===== src/rtl/seq_compare_unit.sv =====
// Multi-cycle magnitude comparator: scans DIGIT bits per cycle from the MSB and
// reports one-hot zero/positive/negative flags. Optional SEQ_COMPARE_EARLY_EXIT_EN.
module seq_compare_unit #(
    parameter int WIDTH = 32,
    parameter int DIGIT = 4
) (
    input  logic             clk,
    input  logic             rst_n,
    input  logic             in_valid,
    output logic             in_ready,
    input  logic [WIDTH-1:0] a,
    input  logic [WIDTH-1:0] b,
    input  logic             is_signed,
    output logic             out_valid,
    input  logic             out_ready,
    output logic             zero,
    output logic             positive,
    output logic             negative
);

    localparam int N  = WIDTH / DIGIT;
    localparam int CW = (N > 1) ? $clog2(N) : 1;

    generate
        if ((WIDTH % DIGIT) != 0 || DIGIT < 1) begin : g_bad_digit
            $error("seq_compare_unit: WIDTH must be a multiple of DIGIT");
        end
    endgenerate

    typedef enum logic [1:0] {IDLE, SCAN, DONE} state_t;

    state_t           state_reg, state_next;
    logic [CW-1:0]    cnt_reg, cnt_next;
    logic             decided_reg, decided_next;
    logic [WIDTH-1:0] a_reg, a_next;
    logic [WIDTH-1:0] b_reg, b_next;
    logic             zero_reg, zero_next;
    logic             pos_reg, pos_next;
    logic             neg_reg, neg_next;

    logic [DIGIT-1:0] digit_a, digit_b;
    logic [WIDTH-1:0] sign_mask;

    // Operands shift left each scan cycle so the current digit is always on top.
    assign digit_a   = a_reg[WIDTH-1 -: DIGIT];
    assign digit_b   = b_reg[WIDTH-1 -: DIGIT];
    assign sign_mask = {1'b1, {(WIDTH-1){1'b0}}};

    assign in_ready  = (state_reg == IDLE);
    assign out_valid = (state_reg == DONE);
    assign zero      = zero_reg;
    assign positive  = pos_reg;
    assign negative  = neg_reg;

    always_ff @(posedge clk or negedge rst_n) begin
        if (!rst_n) begin
            state_reg   <= IDLE;
            cnt_reg     <= '0;
            decided_reg <= 1'b0;
            a_reg       <= '0;
            b_reg       <= '0;
            zero_reg    <= 1'b0;
            pos_reg     <= 1'b0;
            neg_reg     <= 1'b0;
        end else begin
            state_reg   <= state_next;
            cnt_reg     <= cnt_next;
            decided_reg <= decided_next;
            a_reg       <= a_next;
            b_reg       <= b_next;
            zero_reg    <= zero_next;
            pos_reg     <= pos_next;
            neg_reg     <= neg_next;
        end
    end

    always_comb begin
        state_next   = state_reg;
        cnt_next     = cnt_reg;
        decided_next = decided_reg;
        a_next       = a_reg;
        b_next       = b_reg;
        zero_next    = zero_reg;
        pos_next     = pos_reg;
        neg_next     = neg_reg;

        unique case (state_reg)
            IDLE: begin
                if (in_valid) begin
                    // Flipping the sign bits maps two's-complement order onto unsigned order.
                    a_next       = is_signed ? (a ^ sign_mask) : a;
                    b_next       = is_signed ? (b ^ sign_mask) : b;
                    zero_next    = 1'b0;
                    pos_next     = 1'b0;
                    neg_next     = 1'b0;
                    decided_next = 1'b0;
                    cnt_next     = '0;
                    state_next   = SCAN;
                end
            end
            SCAN: begin
                a_next   = a_reg << DIGIT;
                b_next   = b_reg << DIGIT;
                cnt_next = cnt_reg + CW'(1);
                if (!decided_reg && (digit_a != digit_b)) begin
                    decided_next = 1'b1;
                    pos_next     = (digit_a > digit_b);
                    neg_next     = (digit_a < digit_b);
`ifdef SEQ_COMPARE_EARLY_EXIT_EN
                    state_next   = DONE;
`endif
                end
                if (cnt_reg == CW'(N - 1)) begin
                    if (!decided_reg && (digit_a == digit_b)) begin
                        zero_next = 1'b1;
                    end
                    state_next = DONE;
                end
            end
            DONE: begin
                if (out_ready) begin
                    state_next = IDLE;
                end
            end
            default: state_next = IDLE;
        endcase
    end

endmodule


===== config.mk =====
export PLATFORM = sky130hd
export DESIGN_NAME = seq_compare_unit
export DESIGN_NICKNAME = d
export VERILOG_FILES = /design/src/rtl/seq_compare_unit.sv
export SDC_FILE = /design/constraint.sdc
export NUM_CORES = 1
export LEC_CHECK = 0
export BUFFER_PORTS_ARGS = -buffer_cell sky130_fd_sc_hd__buf_2
export CELL_PAD_IN_SITES_DETAIL_PLACEMENT = 0
export CELL_PAD_IN_SITES_GLOBAL_PLACEMENT = 2
export CORE_ASPECT_RATIO = 0.9
export CORE_MARGIN = 1
export CORE_UTILIZATION = 35
export CTS_BUF_LIST = sky130_fd_sc_hd__clkbuf_8
export CTS_CLUSTER_DIAMETER = 80
export CTS_CLUSTER_SIZE = 14
export DETAILED_ROUTE_END_ITERATION = 6
export GPL_TIMING_DRIVEN = 0
export PLACE_DENSITY_LB_ADDON = 0.1
export REMOVE_ABC_BUFFERS = 1
export SYNTH_ARGS = -nofsm -noshare
export SYNTH_HDL_FRONTEND = slang
export SYNTH_SLANG_ARGS = --single-unit
export TNS_END_PERCENT = 30

===== constraint.sdc =====
create_clock -name clk -period 1.7 [get_ports clk]
set_input_delay 0.17 -clock clk [delete_from_list [all_inputs] [get_ports clk]]
set_output_delay 0.17 -clock clk [all_outputs]
set_load 0.01 [all_outputs]

== Word-level counts from Yosys, hierarchy flattened ==
Index checks and enable logic that the tools add are counted.

* Register bits after elaboration: 73
* Bits of input ports: 69

* Add/subtract/negate cells: 1
* Order comparisons: 2
* Equality and inequality tests: 10
* Multiplexer cells: 22
* Bitwise logic cells: 2
* Reduce and logical (&&, ||, !) cells: 9

{| class="wikitable"
|+ Operator list
! cell !! count
|-
| 32-bit two-way mux || 4
|-
| 32-bit one-hot mux with 2 select lines || 2
|-
| 2-bit != test, second input constant || 4
|-
| 1-bit one-hot mux with 2 select lines || 4
|-
| 1-bit two-way mux || 6
|-
| 2-bit two-way mux || 3
|-
| 2-bit one-hot mux with 3 select lines || 1
|-
| 3-bit one-hot mux with 2 select lines || 1
|-
| 3-bit AND reduction || 2
|-
| 4-bit equality test || 1
|-
| 4-bit greater-than comparator || 1
|-
| 4-bit less-than comparator || 1
|-
| 4-bit != test || 1
|-
| 4-bit AND reduction || 1
|-
| 3-bit by 1-bit adder with 3-bit output, second input constant || 1
|-
| 3-bit equality test, second input constant || 1
|-
| 3-bit two-way mux || 1
|-
| 2-bit by 1-bit equality test with 1-bit output, second input constant || 1
|-
| 2-bit equality test, second input constant || 1
|-
| 1-bit logical AND || 2
|-
| 2-bit logical NOT || 1
|-
| 2-bit by 1-bit != test with 1-bit output, second input constant || 1
|-
| 1-bit NOT || 2
|-
| 2-bit AND reduction || 1
|-
| other kinds (2) || 2
|}

== Depth between registers and ports, before layout ==
* Word-level depth: 5
* Depth in mapped cells: 6
* Gate-level depth less buffers: 6

== Worst setup path before layout ==
Ideal clock, no wire load.

* Path kind: register to register
* Start point: reg a_reg[31]
* End point: reg pos_reg, in the netlist positive
* Arrival time: 1.209 ns
* Data required time: 1.575 ns
* Setup slack: 0.366 ns
* Stages on the path, launching flop included: 5
* Cell sequence: dfrtp_1 ha_1 nand4_1 nand2_1 mux2_4

* Cells in the longest elaborated chain, start to end: 4

{| class="wikitable"
|+ RTL lines
! element !! line !! text
|-
| start, declared || 35 || <nowiki>logic [WIDTH-1:0] a_reg, a_next;</nowiki>
|-
| start signal, assigned || 69 || <nowiki>a_reg <= a_next;</nowiki>
|-
| parallel branches: the longest is 4 deep, another holds 4-bit greater-than comparator || - ||
|-
| end signal, assigned || 72 || <nowiki>pos_reg <= pos_next;</nowiki>
|-
| end, declared || 38 || <nowiki>logic pos_reg, pos_next;</nowiki>
|}

Parallel ways; which one is timed is not known. The select of a mux whose other input is x is not followed.
A chain may end at the register's enable or synchronous reset.

== Final worst setup path ==
* Start point: reg state_reg[1]
* End point: reg pos_reg, in the netlist positive

* Cells in the longest elaborated chain, start to end: 3

{| class="wikitable"
|+ RTL lines
! element !! line !! text
|-
| start, declared || 32 || <nowiki>state_t state_reg, state_next;</nowiki>
|-
| start signal, assigned || 66 || <nowiki>state_reg <= state_next;</nowiki>
|-
| 2-bit by 1-bit equality test with 1-bit output or 2-bit logical NOT (tied branches) || 87 || <nowiki>unique case (state_reg)</nowiki>
|-
| 2-bit != test (no line) or 2-bit nonzero test (tied branches) || - ||
|-
| 3-bit AND reduction (no line) || - ||
|}

Parallel ways exist; a longest one is shown, timed or not.

==> flow_metrics.env <==
export IMPL_cp_arrival_ns=1.88
export IMPL_crit_fanout=41
export IMPL_hold_viol=0
export IMPL_clock_skew_ns=0.0136
export IMPL_synthMuxAreaShare_pct=0.739
export IMPL_power_per_cell_area_mw_per_mm2=1600
export IMPL_ios=74
export IMPL_antenna_found_initial=0
export IMPL_place_hpwl_um=5080
export IMPL_cts_tree="built"
export IMPL_cellLeakagePower_nw=1.97
export IMPL_routed_wl_um=8680
export IMPL_hold_ws_ns=0.0360
export IMPL_seq_area_frac_synth_pct=53.9
export IMPL_post_route_util_pct=46.7
export IMPL_drt_pass1_iter_count=4
export IMPL_tns_ns=0
export IMPL_dieArea_mm2=0.0101
export IMPL_final_cell_mix="72 x buf_2, 71 x dfrtp_1, 56 x a22oi_1"
export IMPL_yosys_area_share_simple_pct=9.90
export IMPL_drc_errors=0
export IMPL_areaGrowthSynthToFinish_pct=27.4
export IMPL_maxSlewViolCount=0
export IMPL_relSlewSlack_pct=68.3
export IMPL_criticalPathCategory="register to register"
export IMPL_ant_nets=0
export IMPL_synth_seq_cells=73
export IMPL_pwr_share_comb_pct=38.7
export IMPL_p_int_mw=4.48
export IMPL_cts_buffers=9
export IMPL_rsz0062_at_grt="no"
export IMPL_seq_power_share_pct=40.3
export IMPL_port_buffers=73
export IMPL_period_needed_ns=1.65
export IMPL_drive_above_1_share_pct=28.4
export IMPL_vias=2743
export IMPL_clock_latency_ns=0.34
export IMPL_sequential_cell_area_mm2=0.00183
export IMPL_die_y_um=95.3
export IMPL_maxCapViolCount=0
export IMPL_cp_start_kind="register"
export IMPL_synthCells=334
export IMPL_setup_viol=0
export IMPL_synth_compound_area_share_pct=27.5
export IMPL_start_util_pct=36.6
export IMPL_hold_path_class="primary input to register"
export IMPL_worstMarginPinSlew_ns=0.476
export IMPL_yosys_warnings=0
export IMPL_p_sw_mw=2.45
export IMPL_core_region_area_mm2=0.00925
export IMPL_cts_root_buf="clkbuf_8"
export IMPL_grt_ovfl_total=0
export IMPL_grt_pass1_vias=2618
export IMPL_layout_commonest_cell="buf_2"
export IMPL_h_tree_depth=3
export IMPL_multiInputGateArea_mm2=0.00145
export IMPL_clockBufferDepth=2
export IMPL_netlist_area_mm2=0.00339
export IMPL_synth_distinct_cells=27
export IMPL_viasPerCell=5.11
export IMPL_path_clk_slew_ns=0.08
export IMPL_synthFlopType="dfrtp_1"
export IMPL_outcome="finished clean"
export IMPL_power_frac_clock_pct=21.0
export IMPL_max_freq_mhz=607
export IMPL_period_share_pct=96.8
export IMPL_diodes=0
export IMPL_synthAdderAreaFrac_pct=2.22
export IMPL_avgSynthCellArea_um2=10.1
export IMPL_cts_sinks=73
export IMPL_grt_max_degree=42
export IMPL_track_usage_pct=17.8
export IMPL_die_x_um=106
export IMPL_cp_required_ns=1.94
export IMPL_drt_iter0_markers=132
export IMPL_synth_xor_area_share_pct=0.517
export IMPL_nFillCells=954
export IMPL_rows=33
export IMPL_irDropWorstVdd_uv=663
export IMPL_wl_per_cell_um=16.2
export IMPL_end_kind="register"
export IMPL_synth_edf_count=0
export IMPL_synthArstFlopShare_pct=100
export IMPL_gp_congestion=0.664
export IMPL_grt_pass1_wl_um=13800
export IMPL_final_nets=485
export IMPL_synth_top_family_by_area="compound AO/OA/AOI/OAI gates"
export IMPL_p_sw_share_pct=35.4
-- metrics by stage --
step | power (mW) | worst slack (ns) | cells | cell area [um2]
2_1_floorplan | 4.25 | -1.51 | 305 | 3230
3_3_place_gp | 4.96 | -3.66 | 500 | 3750
3_5_place_dp | 5.17 | -0.747 | 505 | 3900
4_1_cts | 6.90 | -0.000401 | 533 | 4280
5_1_grt | 7.43 | 0.00663 | 537 | 4320
6_report | 6.93 | 0.0537 | 537 | 4320
-- power groups by stage --
stage / combinational [mW] / sequential [mW] / clock, mW
2_1_floorplan: 1.39 / 2.86 / 0
3_3_place_gp: 1.90 / 3.05 / 0
3_5_place_dp: 2.27 / 2.90 / 0
4_1_cts: 2.54 / 2.87 / 1.49
5_1_grt: 3.00 / 2.87 / 1.56
6_report: 2.68 / 2.79 / 1.45
-- critical path: stages (launching register included) --
cell and delay (ns):
dfrtp_4 0.58, buf_12 0.21, nor2b_4 0.24, nand2b_4 0.09, and2_4 0.14, mux2_4 0.25
-- layer usage --
layer	vias up	share of wire [%]	routed length [um]	global-route usage (%)
met5	-	0	0	0
met4	0	0.44	38	4.75
met3	2	5.3	457	5.19
met2	64	45	3910	27.2
met1	1312	49	4280	24.7
li1	1365	-	-	-
-- cells in the mapped netlist, drive strengths merged, types with 4 or more instances --
| library cell | instances | area, um2 |
|---|---|---|
| a21oi | 14 | 70.1 |
| dfrtp | 73 | 1830 |
| a2bb2oi | 4 | 35.0 |
| buf | 22 | 128 |
| nand2 | 46 | 173 |
| inv | 6 | 22.5 |
| a22oi | 56 | 420 |
| o21ai | 59 | 295 |
| a22o | 11 | 96.3 |
| nor2b | 17 | 114 |
| ha | 6 | 75.1 |
| clkbuf | 7 | 26.3 |
-- area by class of cell --
class                      instances  share of cell area, %
sequential                        73                   42.5
tap                              122                   3.54
clock inverter                     7                   2.03
multi-input combinational        227                   33.5
clock buffer                       9                   2.87
timing repair buffer              93                   15.0
inverter                           6                  0.522
-- final timing paths --
path	slack [ns]	startpoint	endpoint	cells past startpoint
max in group asynchronous	0.82	rst_n	a_reg[7]	3
min in group asynchronous	0.31	rst_n	state_reg[1]	2
worst max register to register	0.05	state_reg[1]	positive	5
worst min-delay path	0.04	b[0]	b_reg[0]	2
worst min register to register	0.48	b_reg[18]	b_reg[18]	2
worst max-delay path	0.05	state_reg[1]	positive	5
-- kinds of logic (layout without fill, tap and decap cells) --
family                   Yosys count  count (layout)
adder cells (fa/ha/maj)            6               6
multiplexers                       2               2
AND/OR/NAND/NOR                   70              70
buffers and inverters             35             115
XOR/XNOR                           2               2
AO/OA/AOI/OAI                    146             147
flip-flops                        73              73
-- repair_timing --
item,CTS,global route
gates resized for setup,8,0
setup buffers,10,4
gates cloned,1,0
setup endpoints to repair,73,31
hold buffers,1,0
pin swaps,2,0
endpoints found under the hold margin,32,0
Power figures use the tool's default switching activity.
